[src/rtl/mem_dump_reader.sv]
// mem_dump_reader: reads a contiguous, wrapping address range out of a word
// memory with a combinational read port and streams each word together with
// its source address over a valid/ready interface.
//
// Ports:
//   clock_i, reset_i          clock (rising edge) and async active-high reset
//   start_i, abort_i          begin a dump (sampled in IDLE) / cancel a dump
//   base_addr_i, count_i      first address and word count, sampled with start
//   mem_addr_o, mem_rd_en_o   memory read address and read strobe
//   mem_rdata_i               combinational read data for mem_addr_o
//   out_valid_o, out_ready_i  stream handshake
//   out_data_o, out_addr_o    captured word and the address it came from
//   out_last_o                marks the final word of a dump
//   busy_o, done_o            engine active / one-cycle completion pulse
//
// Latency: first word valid two edges after start is seen, then one word
// every two cycles while out_ready_i is held high.
// Backpressure: the output word is held stable until accepted; the engine
// does not read ahead.

module mem_dump_reader #(
  parameter int DATA_WIDTH = 32,
  parameter int ADDR_WIDTH = 5,
  parameter int DEPTH      = 32
) (
  input  logic                  clock_i,
  input  logic                  reset_i,
  input  logic                  start_i,
  input  logic                  abort_i,
  input  logic [ADDR_WIDTH-1:0] base_addr_i,
  input  logic [ADDR_WIDTH:0]   count_i,
  output logic [ADDR_WIDTH-1:0] mem_addr_o,
  output logic                  mem_rd_en_o,
  input  logic [DATA_WIDTH-1:0] mem_rdata_i,
  output logic                  out_valid_o,
  input  logic                  out_ready_i,
  output logic [DATA_WIDTH-1:0] out_data_o,
  output logic [ADDR_WIDTH-1:0] out_addr_o,
  output logic                  out_last_o,
  output logic                  busy_o,
  output logic                  done_o
);

  typedef enum logic [1:0] {
    S_IDLE   = 2'd0,
    S_READ   = 2'd1,
    S_SEND   = 2'd2,
    S_FINISH = 2'd3
  } state_t;

  // Word count limit and last valid address, sized to the counters they
  // are compared against.
  localparam logic [ADDR_WIDTH:0]   DEPTH_W = (ADDR_WIDTH+1)'(DEPTH);
  localparam logic [ADDR_WIDTH:0]   ONE_W   = (ADDR_WIDTH+1)'(1);
  localparam logic [ADDR_WIDTH-1:0] LAST_A  = ADDR_WIDTH'(DEPTH - 1);
  localparam logic [ADDR_WIDTH-1:0] ONE_A   = ADDR_WIDTH'(1);

  state_t                  state_q,     state_d;
  logic [ADDR_WIDTH-1:0]   cur_addr_q,  cur_addr_d;
  logic [ADDR_WIDTH:0]     remain_q,    remain_d;
  logic [DATA_WIDTH-1:0]   out_data_q,  out_data_d;
  logic [ADDR_WIDTH-1:0]   out_addr_q,  out_addr_d;
  logic                    out_last_q,  out_last_d;
  logic                    out_valid_q, out_valid_d;

  logic [ADDR_WIDTH:0]     count_clamped;
  logic [ADDR_WIDTH-1:0]   next_addr;

  // Requests larger than the memory read every word exactly once.
  assign count_clamped = (count_i > DEPTH_W) ? DEPTH_W : count_i;

  // Explicit wrap so a non-power-of-two DEPTH still returns to address 0.
  assign next_addr = (cur_addr_q == LAST_A) ? '0 : (cur_addr_q + ONE_A);

  always_ff @(posedge clock_i or posedge reset_i) begin
    if (reset_i) begin
      state_q     <= S_IDLE;
      cur_addr_q  <= '0;
      remain_q    <= '0;
      out_data_q  <= '0;
      out_addr_q  <= '0;
      out_last_q  <= 1'b0;
      out_valid_q <= 1'b0;
    end else begin
      state_q     <= state_d;
      cur_addr_q  <= cur_addr_d;
      remain_q    <= remain_d;
      out_data_q  <= out_data_d;
      out_addr_q  <= out_addr_d;
      out_last_q  <= out_last_d;
      out_valid_q <= out_valid_d;
    end
  end

  always_comb begin
    state_d     = state_q;
    cur_addr_d  = cur_addr_q;
    remain_d    = remain_q;
    out_data_d  = out_data_q;
    out_addr_d  = out_addr_q;
    out_last_d  = out_last_q;
    out_valid_d = out_valid_q;
    mem_rd_en_o = 1'b0;

    unique case (state_q)
      S_IDLE: begin
        // abort has no meaning here; only start is looked at.
        if (start_i) begin
          cur_addr_d = base_addr_i;
          remain_d   = count_clamped;
          state_d    = (count_clamped == '0) ? S_FINISH : S_READ;
        end
      end

      S_READ: begin
        mem_rd_en_o = 1'b1;
        if (abort_i) begin
          // Nothing is captured; the previous word stays on out_data/out_addr.
          out_valid_d = 1'b0;
          out_last_d  = 1'b0;
          state_d     = S_FINISH;
        end else begin
          out_data_d  = mem_rdata_i;
          out_addr_d  = cur_addr_q;
          out_last_d  = (remain_q == ONE_W);
          out_valid_d = 1'b1;
          state_d     = S_SEND;
        end
      end

      S_SEND: begin
        if (abort_i) begin
          // A handshake in this same cycle still counts as delivered at the
          // sink; the engine simply stops afterwards.
          out_valid_d = 1'b0;
          out_last_d  = 1'b0;
          state_d     = S_FINISH;
        end else if (out_ready_i) begin
          out_valid_d = 1'b0;
          if (out_last_q) begin
            out_last_d = 1'b0;
            state_d    = S_FINISH;
          end else begin
            cur_addr_d = next_addr;
            remain_d   = remain_q - ONE_W;
            state_d    = S_READ;
          end
        end
      end

      S_FINISH: begin
        state_d = S_IDLE;
      end

      default: begin
        state_d = S_IDLE;
      end
    endcase
  end

  assign mem_addr_o  = cur_addr_q;
  assign out_valid_o = out_valid_q;
  assign out_data_o  = out_data_q;
  assign out_addr_o  = out_addr_q;
  assign out_last_o  = out_last_q;
  assign busy_o      = (state_q != S_IDLE);
  assign done_o      = (state_q == S_FINISH);

endmodule

[config.mk]
export PLATFORM = sky130hd
export DESIGN_NAME = mem_dump_reader
export DESIGN_NICKNAME = d
export VERILOG_FILES = /design/src/rtl/mem_dump_reader.sv
export SDC_FILE = /design/constraint.sdc
export NUM_CORES = 1
export LEC_CHECK = 0
export CORE_UTILIZATION = 29
export CTS_CLUSTER_DIAMETER = 100
export DETAILED_ROUTE_END_ITERATION = 8
export GPL_ROUTABILITY_DRIVEN = 0
export GPL_TIMING_DRIVEN = 0
export PLACE_DENSITY = 0.68
export SYNTH_ARGS = -nofsm -noshare
export SYNTH_HDL_FRONTEND = slang
export SYNTH_SLANG_ARGS = --single-unit
[constraint.sdc]
create_clock -name clock_i -period 1.7 [get_ports clock_i]
set_input_delay 0.51 -clock clock_i [delete_from_list [all_inputs] [get_ports clock_i]]
set_output_delay 0.51 -clock clock_i [all_outputs]
set_load 0.01 [all_outputs]
-- Word level (Yosys, flattened, before mapping)
Index checks and enable logic that the tools add are counted.
- bits of input ports: 48
- output and inout port bits: 47
- word-level logic and storage cells: 56
- flip-flop bits (word level): 52
- order comparisons: 1
- reductions and logical operators: 9
- multiplexer cells: 26
- add/sub/neg operators: 2
- bitwise gates (word level): 1
- eq/ne operators: 10
- operator list (cell ; count):
    two-way mux 6 bit ; 5
    two-way mux 5 bit ; 5
    case mux 6 bit (2 select lines) ; 1
    two-way mux 2 bit ; 5
    case mux 5 bit (2 select lines) ; 1
    != test 2 bit (second input constant) ; 4
    case mux 2 bit (4 select lines) ; 1
    equality test 6 x 1 -> 1 bit (second input constant) ; 1
    greater-than comparator 6 bit (second input constant) ; 1
    zero test 6 bit ; 1
    two-way mux 1 bit ; 6
    AND reduction 2 bit ; 3
    nonzero test 2 bit ; 3
    subtractor 6 x 1 -> 6 bit (second input constant) ; 1
    adder 5 x 1 -> 5 bit (second input constant) ; 1
    equality test 5 bit (second input constant) ; 1
    AND reduction 5 bit ; 1
    equality test 2 bit (second input constant) ; 2
    case mux 1 bit (2 select lines) ; 2
    != test 3 bit (second input constant) ; 1
    equality test 2 x 1 -> 1 bit (second input constant) ; 1
    zero test 2 bit ; 1
    inverter 1 bit ; 1

-- Logic depth before layout (Yosys ltp)
- depth in word-level cells: 6
- depth in mapped cells: 7
- mapped depth without buffers: 7

-- Worst setup path before layout
No wires, ideal clock.
- path kind: reg-to-reg
- start: register cur_addr_q[0], in the netlist mem_addr_o[0]
- end: register cur_addr_q[3], in the netlist mem_addr_o[3]
- period minus slack after synthesis: 1.622 ns
- arrival: 1.556 ns
- path buffers: 0
- setup time: 0.066 ns
- cell stages (with the launch flop): 6
- setup slack: 0.078 ns
- required time: 1.634 ns
- path through: dfrtp_1 ha_1 and3_1 ha_1 o41ai_1 a22o_1
- cells in the longest elaborated chain, start to end: 6
- elaborated cells between the ends (all ways): 7
- those cells by class: add/sub (1); eq/ne (1); mux (5)
- RTL lines (what ; line ; source):
    from (decl) ; 59 ; logic [ADDR_WIDTH-1:0] cur_addr_q, cur_addr_d;
    from (signal assigned) ; 86 ; cur_addr_q <= cur_addr_d;
    adder 5 x 1 -> 5 bit or equality test 5 bit (tied branches) ; 73 ; assign next_addr = (cur_addr_q == LAST_A) ? '0 : (cur_addr_q + ONE_A);
    two-way mux 5 bit * ; 73 ;
    two-way mux 5 bit * ; 140 ; if (out_last_q) begin
    two-way mux 5 bit * ; 138 ; end else if (out_ready_i) begin
    two-way mux 5 bit * ; 132 ; if (abort_i) begin
    case mux 5 bit (2 select lines) * ; 105 ; unique case (state_q)
Mark *: on every way between the ends. The rest lies on a longest branch, timed or not. The select of a mux whose other input is x is not followed.
A chain may end at the register's enable or synchronous reset.

-- Worst setup path after layout
- start: register cur_addr_q[1], in the netlist mem_addr_o[1]
- end: register cur_addr_q[3], in the netlist mem_addr_o[3]
The elaborated chain is that of the path after synthesis.

==> reports/results.tsv <==
metric	value	unit
initial antenna violation count	0	
design area	3750	um^2
Post-DP HPWL	3900	um
Worst R2R Start	mem_addr_o[1]	
Antenna Violating Nets Remaining	0	
Clock Tree Buf Depth	2	
utilization after layout	47.8	%
Die Width	92.8	um
DIE AREA	8620	um^2
dpl ws	-0.399	ns
endpoints failing setup	0	
count of state elements after synthesis	52	
vias in the first global route	1933	
area grow syn2layout	56.9	%
Synth Cell Area	2390	um^2
synth unique cells	41	
num ports	95	
largest net degree at the start of global routing	53	
clock sinks	52	
RSZ-0062 raised after global routing	true	
synthesized instance count	193	
TritonCTS Buffers	5	
Core Region	7850	um^2
crit path launch type	flip-flop	
grt total ovfl	0	
Post-CTS Hold Fix Bufs	0	
Post-Layout Cell Count	412	
cell leakage power	1.70	nW
WL final	5740	um
Cell Rows	32	
Placed Cells	389	
Post-synth top flop	dfrtp_1	
met1 Use GR	17.3	%
Hold Crit Start	out_data_o[31]	
post-synthesis sequential area ratio	54.4	%
DP Area	3460	um^2
Final Cycle Share	98.2	%
Post-synth EDFFs	0	
layer with the highest usage	met2	
crit path from	mem_addr_o[1]	
status	completed	
Total GRT Usage	13.7	%
initial core utilization	30.5	%
fin. max-slew vios	0	
most frequent cells in the layout	51 x dfrtp_1, 44 x clkdlybuf4s50_1, 41 x dlygate4sd2_1	
Max Cap Viol	0	
Worst Path Required	1.95	ns
CP Max Fanout	5	
# diodes	0	
clk_lat worst skew	0.30	ns
global-route wire length before repair	9330	um
Worst Tran Pin Value	1.12	ns
final hold vios	0	
CTS tree	yes	
Crit Path Class	reg -> reg	
Global Route met2 Usage	23.0	%
Via density	4.67	
Critical Path Sink Type	flip-flop	
met3 Use GR	3.20	%
clock-pin slew on the worst setup and hold paths	0.10	ns
syn_area_per_cell	12.4	um^2
number of remaining DRC errors	0	
H-tree levels	2	
Port Buf Inserts	94	
post-route setup slack	0.0311	ns
relative slew slack	25.5	%
pwr dens	1700	nW/um^2
via count	1925	
Mapped Nets	245	
share of cells above drive strength 1	24.8	%
clock tree root driver cell	clkbuf_8	
1st-iter DRT viols	29	
ys async rst share	100	%
drt pass-1 iters	4	
wire length per cell	13.9	um
maximum clock rate	599	MHz
fin nets	361	
Max VDD drop	790	uV
die height	92.8	um
Final Critical Period	1.67	ns
Post-Route Skew	0.0116	ns
Hold Path Class	reg -> reg	
CP arrival	1.92	ns
fill cell total of the finished layout	749	
YS warnings	0	
leading cell type in the layout, fill and taps excluded	dfrtp_1	
==> cell usage after synthesis, types with 2 or more instances <==
master	instances	area, um^2
mux2_2	18	203
buf_2	2	10.0
o41ai_1	2	17.5
ha_1	4	50.1
o21ai_0	6	30.0
nand2_1	11	41.3
nor3_1	3	15.0
mux2_1	19	214
buf_4	2	15.0
nand3_1	3	15.0
a22o_1	2	17.5
and2_1	2	12.5
buf_6	6	67.6
a21oi_2	3	26.3
inv_1	8	30.0
dfrtp_1	52	1300
a31oi_1	5	31.3
nand2b_1	2	12.5
a21oi_1	7	35.0
nor2_1	15	56.3
==> cell families (layout without fill, tap and decap cells) <==
| group | Yosys count | count (layout) | synth area share (%) |
|---|---|---|---|
| buffers and inverters | 18 | 135 | 5.13 |
| AO/OA/AOI/OAI | 34 | 34 | 10.1 |
| AND/OR/NAND/NOR | 48 | 48 | 10.8 |
| adder cells (fa/ha/maj) | 4 | 4 | 2.09 |
| multiplexers | 37 | 37 | 17.4 |
| flip-flops | 52 | 52 | 54.4 |
==> final cells by class <==
type	count	area (um^2)	area share, %
sequential	52	1300	34.7
multi-input combinational	123	1050	28.1
timing repair buffer	109	1010	26.9
tap	102	128	3.40
clock buffer	7	96.3	2.57
buffer	10	96.3	2.57
inverter	8	33.8	0.900
clock inverter	1	30.0	0.800
==> worst paths after layout <==
kind	endpoint	slack [ns]	depth (start not counted)
max	mem_addr_o[3]	0.03	6
min	out_data_o[31]	0.49	1
max reg2reg	mem_addr_o[3]	0.03	6
min reg2reg	out_data_o[31]	0.49	1
max in group asynchronous	mem_addr_o[0]	0.55	2
min in group asynchronous	mem_addr_o[1]	0.51	2
==> power breakdown <==
group,total [mW],internal [mW],leakage [nW],switching (mW)
sequential,2.20,1.85,0.616,0.349
clock,0.930,0.520,0.0645,0.410
combinational,3.26,1.77,1.02,1.48
==> worst max-delay path, stage by stage (launching register included) <==
cell and delay, ns:
dfrtp_1 0.41, buf_4 0.14, ha_1 0.21, and3_4 0.20, ha_4 0.18, o41ai_2 0.30, a22o_1 0.17
==> metrics by stage <==
stage	hold WS [ns]	TNS, ns	power [mW]
final	0.485	0	6.39
after global routing	0.512	-0.0439	6.87
after CTS	0.495	0	6.35
after detailed placement	0.478	-22.22	5.51
after global placement	0.469	-21.57	5.44
after floorplan	0.485	0	3.94
==> repair_timing <==
action,4_1_cts,5_1_grt
endpoints found under the setup margin,56,14
pin swaps,2,1
buffers inserted,12,3
gates cloned,0,0
resized for setup,61,16
==> routing by layer <==
metal  vias to the layer above  routed length, um  share of wire, %
met5                         -                  0                 0
met4                         0                 80               1.4
met3                         8                394               6.9
met2                        78               2700                47
met1                       918               2560                45
li1                        921                  -                 -
==> state kept, by name (all words and copies together), names as in the netlist <==
name and cells:
mem_addr_o 5, out_addr_o 5, out_data_o 32, out_last_o 1, out_valid_o 1, remain_q 6
state_q 2
No activity file was read; power rests on OpenSTA's default activity.
